[config.mk]
export PLATFORM = sky130hd
export DESIGN_NAME = pacman_motion
export DESIGN_NICKNAME = d
export VERILOG_FILES = /design/src/rtl/pacman_motion.sv
export SDC_FILE = /design/constraint.sdc
export NUM_CORES = 1
export LEC_CHECK = 0
export BUFFER_PORTS_ARGS = -buffer_cell sky130_fd_sc_hd__buf_2
export CAP_MARGIN = 20
export CORE_MARGIN = 2
export CORE_UTILIZATION = 45
export CTS_BUF_LIST = sky130_fd_sc_hd__clkbuf_8
export DETAILED_ROUTE_END_ITERATION = 6
export GPL_ROUTABILITY_DRIVEN = 0
export GPL_TIMING_DRIVEN = 0
export PLACE_DENSITY = 0.73
export SLEW_MARGIN = 20
export SYNTH_ARGS = -nofsm -noshare
export SYNTH_HDL_FRONTEND = slang
export SYNTH_SLANG_ARGS = --single-unit
[constraint.sdc]
create_clock -name clk -period 8.5 [get_ports clk]
set_input_delay 0.425 -clock clk [delete_from_list [all_inputs] [get_ports clk]]
set_output_delay 0.425 -clock clk [all_outputs]
set_load 0.01 [all_outputs]
[src/rtl/pacman_motion.sv]
// Pac-Man movement engine: per-frame wall-checked motion with queued turns,
// instant reversal, tunnel wrap and mouth animation.
module pacman_motion #(
    parameter int START_X  = 119,
    parameter int START_Y  = 228,
    parameter int X_MIN    = 0,
    parameter int X_MAX    = 239,
    parameter int CX_OFS   = 7,
    parameter int CY_OFS   = 4,
    parameter int ANIM_DIV = 4
) (
    input  logic       clk,
    input  logic       rst,
    input  logic       frame_tick,
    input  logic       enable,
    input  logic       respawn,
    input  logic       joy_valid,
    input  logic [1:0] joy_dir,
    output logic       wall_req,
    output logic [9:0] wall_qx,
    output logic [9:0] wall_qy,
    input  logic       wall_ack,
    input  logic       wall_blocked,
    output logic [9:0] pacman_xloc,
    output logic [9:0] pacman_yloc,
    output logic [1:0] pacman_dir,
    output logic [1:0] pacman_animation,
    output logic       moving,
    output logic       overrun
);

    localparam int CW = (ANIM_DIV > 1) ? $clog2(ANIM_DIV) : 1;

    typedef enum logic [1:0] {S_WAIT, S_QTURN, S_QFWD, S_UPDATE} state_t;

    state_t          r_state, w_state_nxt;
    logic [9:0]      r_xloc, r_yloc, r_qx, r_qy;
    logic [1:0]      r_dir, r_pend, r_turn_dir, r_anim;
    logic            r_pend_v, r_wall_req, r_moving, r_overrun;
    logic [CW-1:0]   r_anim_cnt;

    logic            w_aligned, w_reverse, w_turn, w_go, w_ack;
    logic            w_issue, w_set_dir, w_clr_pend, w_step, w_stall;
    logic [1:0]      w_issue_dir, w_new_dir;
    logic [9:0]      w_tx, w_ty, w_mx, w_my;

    assign w_aligned = (r_xloc[2:0] == 3'(CX_OFS)) && (r_yloc[2:0] == 3'(CY_OFS));
    assign w_reverse = r_pend_v && (r_pend == (r_dir ^ 2'b10));
    assign w_turn    = w_aligned && r_pend_v && (r_pend != r_dir) && !w_reverse;
    assign w_go      = (r_state == S_WAIT) && frame_tick && enable;
    assign w_ack     = wall_ack && r_wall_req;

    always_comb begin
        w_state_nxt = r_state;
        w_issue     = 1'b0;
        w_issue_dir = r_dir;
        w_set_dir   = 1'b0;
        w_new_dir   = r_dir;
        w_clr_pend  = 1'b0;
        w_step      = 1'b0;
        w_stall     = 1'b0;
        case (r_state)
            S_WAIT: begin
                if (w_go) begin
                    if (w_reverse) begin
                        w_set_dir  = 1'b1;
                        w_new_dir  = r_pend;
                        w_clr_pend = 1'b1;
                    end
                    if (w_turn) begin
                        w_state_nxt = S_QTURN;
                        w_issue     = 1'b1;
                        w_issue_dir = r_pend;
                    end else if (w_aligned) begin
                        w_state_nxt = S_QFWD;
                        w_issue     = 1'b1;
                        w_issue_dir = w_reverse ? r_pend : r_dir;
                    end else begin
                        w_state_nxt = S_UPDATE;
                    end
                end
            end
            S_QTURN: begin
                if (w_ack) begin
                    w_state_nxt = S_QFWD;
                    if (!wall_blocked) begin
                        w_set_dir  = 1'b1;
                        w_new_dir  = r_turn_dir;
                        // a newer joystick request made mid-query stays pending
                        w_clr_pend = (r_pend == r_turn_dir);
                    end
                end
            end
            S_QFWD: begin
                // arriving from QTURN the request dropped for a cycle; reissue
                if (!r_wall_req) begin
                    w_issue     = 1'b1;
                    w_issue_dir = r_dir;
                end else if (w_ack) begin
                    if (wall_blocked) begin
                        w_stall     = 1'b1;
                        w_state_nxt = S_WAIT;
                    end else begin
                        w_state_nxt = S_UPDATE;
                    end
                end
            end
            S_UPDATE: begin
                w_step      = 1'b1;
                w_state_nxt = S_WAIT;
            end
            default: w_state_nxt = S_WAIT;
        endcase
    end

    always_comb begin
        w_tx = r_xloc;
        w_ty = r_yloc;
        case (w_issue_dir)
            2'd0: w_tx = r_xloc + 10'd8;
            2'd1: w_ty = r_yloc + 10'd8;
            2'd2: w_tx = r_xloc - 10'd8;
            default: w_ty = r_yloc - 10'd8;
        endcase
    end

    // one-pixel step with horizontal tunnel wrap
    always_comb begin
        w_mx = r_xloc;
        w_my = r_yloc;
        case (r_dir)
            2'd0: w_mx = (r_xloc == 10'(X_MAX)) ? 10'(X_MIN) : r_xloc + 10'd1;
            2'd1: w_my = r_yloc + 10'd1;
            2'd2: w_mx = (r_xloc == 10'(X_MIN)) ? 10'(X_MAX) : r_xloc - 10'd1;
            default: w_my = r_yloc - 10'd1;
        endcase
    end

    always_ff @(posedge clk or posedge rst) begin
        if (rst) begin
            r_state    <= S_WAIT;
            r_xloc     <= 10'(START_X);
            r_yloc     <= 10'(START_Y);
            r_dir      <= 2'd0;
            r_pend     <= 2'd0;
            r_pend_v   <= 1'b0;
            r_turn_dir <= 2'd0;
            r_anim     <= 2'd0;
            r_anim_cnt <= '0;
            r_moving   <= 1'b0;
            r_wall_req <= 1'b0;
            r_qx       <= 10'd0;
            r_qy       <= 10'd0;
            r_overrun  <= 1'b0;
        end else begin
            if (frame_tick && (r_state != S_WAIT))
                r_overrun <= 1'b1;
            if (respawn) begin
                r_state    <= S_WAIT;
                r_xloc     <= 10'(START_X);
                r_yloc     <= 10'(START_Y);
                r_dir      <= 2'd0;
                r_pend_v   <= 1'b0;
                r_anim     <= 2'd0;
                r_anim_cnt <= '0;
                r_moving   <= 1'b0;
                r_wall_req <= 1'b0;
            end else begin
                r_state <= w_state_nxt;
                if (r_state == S_WAIT)
                    r_turn_dir <= r_pend;
                if (joy_valid) begin
                    r_pend   <= joy_dir;
                    r_pend_v <= 1'b1;
                end else if (w_clr_pend) begin
                    r_pend_v <= 1'b0;
                end
                if (w_set_dir)
                    r_dir <= w_new_dir;
                if (w_issue) begin
                    r_wall_req <= 1'b1;
                    r_qx       <= w_tx;
                    r_qy       <= w_ty;
                end else if (w_ack) begin
                    r_wall_req <= 1'b0;
                end
                if (w_step) begin
                    r_xloc   <= w_mx;
                    r_yloc   <= w_my;
                    r_moving <= 1'b1;
                    if (r_anim_cnt == CW'(ANIM_DIV - 1)) begin
                        r_anim_cnt <= '0;
                        r_anim     <= r_anim + 2'd1;
                    end else begin
                        r_anim_cnt <= r_anim_cnt + 1'b1;
                    end
                end
                if (w_stall)
                    r_moving <= 1'b0;
            end
        end
    end

    assign wall_req         = r_wall_req;
    assign wall_qx          = r_qx;
    assign wall_qy          = r_qy;
    assign pacman_xloc      = r_xloc;
    assign pacman_yloc      = r_yloc;
    assign pacman_dir       = r_dir;
    assign pacman_animation = r_anim;
    assign moving           = r_moving;
    assign overrun          = r_overrun;

endmodule

# After elaboration in Yosys (flattened, before gate mapping)
# Index checks and enable logic that the tools add are counted.
# Widths: inputs -> output; s select.
# op_classes
n_addsub,10
eq_ne,20
muxes,63
bitwise,2
n_reduce_logical,33
# op_table
op,n
$pmux 10 s2,4
$mux 10,6
$mux 2,23
$mux 1,25
$add 10x1->10 const B,2
$add 10x4->10 const B,2
$sub 10x1->10 const B,2
$sub 10x4->10 const B,2
$ne 3x3->1 const B,5
$reduce_bool 3->1,5
$reduce_and 2->1,6
$eq 10x8->1 const B,1
$eq 2x2->1 const B,5
$logic_not 10->1,1
$logic_and 1x1->1,9
$pmux 2 s4,1
$reduce_bool 2->1,4
$eq 2x1->1 const B,3
$eq 3x3->1 const B,2
$logic_not 2->1,3
$pmux 1 s2,3
$reduce_and 5->1,1
$add 2x1->2 const B,2
$eq 2x2->1,2
other kinds (7),9
# totals
register_bits,56
out_inout_bits,47

# Logic depth before layout (Yosys ltp)
# depth
word_depth,11
ltp_mapped,14
mapped_depth_nobuf,13

# Worst setup path before layout
# OpenSTA, ideal clock, no wires.
# synth_timing
path_type,register to register
start,reg r_xloc[1] (netlist: pacman_xloc[1])
end,reg r_qy[9] (netlist: wall_qy[9])
setup_time_ns,0.082
arrival_ns,3.290
setup_slack_ns,5.128
path_stages_with_launch,15
path_buffers,1
synth_period_minus_slack_ns,3.372
cell_sequence,dfstp_2 > ha_1 > ha_1 > and4bb_2 > nand4_1 > nand2_1 > buf_2 > nand2_1 > fa_1 > a21o_1 > a21oi_1 > o21ai_0 > xnor2_1 > or3_1 > a31oi_1
# synth_between
elab_chain_cells,11
elab_cells_between_ends,19
cone_classes,eq/ne: 3; mux: 9; reduce/logical: 7
# synth_lines
element,line_no,source
"start, declared",37,"logic [9:0] r_xloc, r_yloc, r_qx, r_qy;"
"start signal, assigned",142,r_xloc <= 10'(START_X);
"start signal, assigned",160,r_xloc <= 10'(START_X);
"start signal, assigned",188,r_xloc <= w_mx;
$eq 3x3->1 (*),47,assign w_aligned = (r_xloc[2:0] == 3'(CX_OFS)) && (r_yloc[2:0] == 3'(CY_OFS));
$logic_and 1x1->1 (*),47,
$logic_and 1x1->1 (3 in a row),49,assign w_turn = w_aligned && r_pend_v && (r_pend != r_dir) && !w_reverse;
$mux 2,70,if (w_turn) begin
$mux 2,64,if (w_go) begin
$mux 2,-,
$eq 2x2->1 / $logic_not 2->1 (equally long branches),119,case (w_issue_dir)
$reduce_or 2->1 (no source line),-,
$pmux 10 s2,119,
"end signal, assigned",183,r_qy <= w_ty;
"end, declared",37,
# Every way passes the cells marked *; elsewhere a longest branch is shown, timed or not.
# A chain may end at the register's enable or synchronous reset.

# Worst setup path after layout
# Same ends and word-level chain as after synthesis.

==> flow_summary_export.csv <==
group,metric,value,unit
die,ios,57,
clocking,cts_setup_buffers,0,
grt,antenna_found_initial,0,
die,fp.dieH,99.9,microns
synthesis,syn_area_per_cell,8.29,sq um
clocking,cts_buffers,5,
outcome,status,"finished, final reports clean",
setup_path,worstPathRequired,8.75,ns
synthesis,synth_edf_count,0,
drt,drt-pass1-iter-count,5,
grt,grt_max_degree,57,
grt,grt_pass1_wl,18300,microns
final_layout,multi_input_area,2470,sq um
placed_design,port_buffers,56,
final_layout,drive_above_1_share,18.8,%
setup_path,slowest_stage,"dfstp_2",
sta,rsz0062_at_grt,"no",
synthesis,synth_commonest_cells,"62 x nand2_1, 46 x dfrtp_1, 40 x o21ai_0",
sta,setup-tns-final,0,ns
sta,setup_slack,4.45,ns
placed_design,place_hpwl,8320,microns
synthesis,yosysWarnings,0,
sta,fmax,247,MHz
final_layout,seqCellArea,1410,sq um
synthesis,yosysSeqAreaShare,34.2,%
grt,grt_usage,22.6,%
power_and_ir_drop,p_seq_share,38.4,%
synthesis,async_flop_share,100,%
clocking,cts_tree,"done",
placed_design,dpl_cell_area,4550,sq um
sta,fin_skew,0.0231,ns
setup_path,reg2reg_from,"pacman_xloc[1]",
grt,gr-total-overflow,0,
grt,grt_pass1_vias,3756,
clocking,h-tree-depth,2,
synthesis,yosys.cell_count.top_type,"nand2_1",
power_and_ir_drop,p_int,0.000556,W
drt,vias_per_cell,6.03,
placed_design,dpl_worst_slack,4.50,ns
clocking,clock_latency,0.33,ns
synthesis,synth_flop_cell,"dfrtp_1",
final_layout,final_area,4640,sq um
clocking,postCtsHoldBufs,0,
drt,ant_nets,0,
sta,final-setup-viol-count,0,
power_and_ir_drop,combPwrFrac,45.7,%
sta,relSlewSlack,25.9,%
sta,finalHoldViolCount,0,
final_layout,nNetsFinal,592,
setup_path,cp_slowest_stage_delay,0.63,ns
power_and_ir_drop,power_density,206,nW/um^2
sta,worstMarginPinSlew,1.10,ns
die,die_w,99.9,microns
clocking,cts_buffer_depth,2,
clocking,clk_pin_slew,0.11,ns
synthesis,syn-cell-area,4140,sq um
setup_path,cp_cell_sequence,"ha_1 > ha_1 > nand4bb_1 > o31ai_1 > nand2_1 > buf_2 > nand2_1 > ha_1 > a21o_1 > a21oi_1 > o21ai_0 > xnor2_1 > or3_1 > a31oi_1",
setup_path,cp_common_cell,"ha_1",
final_layout,nFillCells,845,
drt,drtIter0Drc,296,
setup_path,endpoint_kind,"flip-flop",
setup_path,crit_path_start,"pacman_xloc[1]",
synthesis,yosysTopAreaCellShare,27.8,%
power_and_ir_drop,clkPwrFrac,15.9,%
setup_path,cp_max_fo,10,
worst_hold_path,hp-class,"primary input to async pin",
synthesis,ys_types,70,
power_and_ir_drop,switching_share,42.0,%
sta,post-route-period-util,47.6,%
power_and_ir_drop,total_power,0.000958,W
synthesis,yosys_register_bits,56,
final_layout,antenna_cells,0,
setup_path,critPathKind,"flip-flop to flip-flop",
sta,slew_viol_final,0,
setup_path,start_kind,"flip-flop",
die,start_util,47.0,%
clocking,cts_resized,0,
synthesis,synth_top_cell_by_area,"dfrtp_1",
sta,fin_crit,4.05,ns
power_and_ir_drop,p_sw,0.000403,W
die,core,8810,sq um
power_and_ir_drop,peakVddDrop,0.107,mV
die,dieArea,9970,sq um
synthesis,syn_nets,529,
flow_run,maxCapViolCount,0,
setup_path,arrival,4.30,ns
clocking,cts_sinks,56,
synthesis,yosys-top-cells-area,"dfrtp_1 28%, dfstp_2 6.4%, nand2_1 5.6%, ha_1 5.4%, o21ai_0 4.8%",
synthesis,synth_cells,499,
drt,route.detailed.drc,0,
power_and_ir_drop,p_leak,2.01,nW
clocking,root_buffer,"clkbuf_8",
drt,avgRoutedWirePerCell,16.6,microns
final_layout,syn_to_final_growth,12.3,%
die,rows,34,
drt,finalWirelength,11100,microns
drt,vias,4045,
-- critical path: cells and delay by family (launching register included) --
family | cells | cell delay (ns)
buffers and inverters | 1 | 0.23
and+or+nand+nor | 4 | 0.96
DFF | 1 | 0.63
adders and majority gates | 3 | 0.73
AOI/OAI and AO/OA | 5 | 1.30
xor gates and xnor gates | 1 | 0.15
-- routing by layer --
metal | wire length (microns) | share of wire [%] | up-vias | global-route usage [%]
met1 | 4900 | 44 | 1914 | 31.5
met3 | 777 | 7.0 | 21 | 3.55
li1 | - | - | 1931 | -
met5 | 0 | 0 | - | 0
met4 | 216 | 1.9 | 0 | 7.59
met2 | 5220 | 47 | 179 | 36.2
-- through the flow --
stage | utilization (%) | hold slack, ns | instances
after floorplan | - | 0.497 | 499
after global placement | 51.7 | 0.448 | 663
after detailed placement | 51.7 | 0.456 | 663
after CTS | 52.7 | 0.238 | 671
after global routing | 52.7 | 0.273 | 671
final | 52.7 | 0.194 | 671
-- sequential cells by signal, summed over array words and instances (netlist names), 2 cells and up --
register          count
pacman_animation      2
pacman_dir            2
pacman_xloc          10
pacman_yloc          10
r_anim_cnt            2
r_pend                2
r_state               2
r_turn_dir            2
wall_qx              10
wall_qy              10
-- power by group through the flow --
stage | sequential, W | clock (W) | combinational (W)
after floorplan | 0.000389 | 0 | 0.000283
after detailed placement | 0.000375 | 0 | 0.000433
after CTS | 0.000369 | 0.000156 | 0.000434
final | 0.000369 | 0.000152 | 0.000438
after global routing | 0.000378 | 0.000167 | 0.000489
after global placement | 0.000371 | 0 | 0.000419
-- cell type report --
type                            count  share of cell area [%]
Tap cell                          108                    2.91
Sequential cell                    56                    30.5
Timing Repair Buffer               56                    6.04
Buffer                             40                    4.34
Clock inverter                      3                   0.431
Clock buffer                        5                    1.48
Inverter                           14                    1.19
Multi-Input combinational cell    389                    53.2
-- final timing paths --
kind,end,slack [ns],cells past startpoint
max,wall_qy[9],4.45,14
min,wall_qy[0],0.19,2
max reg2reg,wall_qy[9],4.45,14
min reg2reg,wall_qy[2],0.48,2
max in group asynchronous,pacman_dir[1],7.83,2
min in group clk,r_pend[0],0.36,2
-- kinds of logic after synthesis --
group                    count (synthesis)  synth area share [%]
adder cells (fa/ha/maj)                 20                  6.41
flip-flops                              56                  34.2
multiplexers                             8                  2.09
XOR/XNOR                                20                  4.24
AND/OR/NAND/NOR                        192                  24.1
buffers and inverters                   54                  6.14
AO/OA/AOI/OAI                          149                  22.8
-- cells in the final DEF (no fill, tap or decap), types with 3 or more instances in the layout --
cell type,instances
nand2_1,62
buf_2,60
dfrtp_1,46
o21ai_0,40
a21oi_1,38
nor2_1,33
clkbuf_1,24
ha_1,18
nor3_1,17
nand3_1,17
inv_1,14
xnor2_1,13
a31oi_1,11
dfstp_2,10
nor2b_1,8
or3_1,7
nand2b_1,7
and3_1,7
xor2_1,7
buf_4,7
o31ai_1,6
o211ai_1,6
and4_1,5
o21a_1,5
nand4_1,5
a21o_1,5
mux2_2,5
nor4_1,5
clkbuf_8,5
and2_1,4
a31o_2,4
a211oi_1,4
o22ai_1,4
mux2i_1,3
o31a_1,3
(Power assumes the default switching activity.)
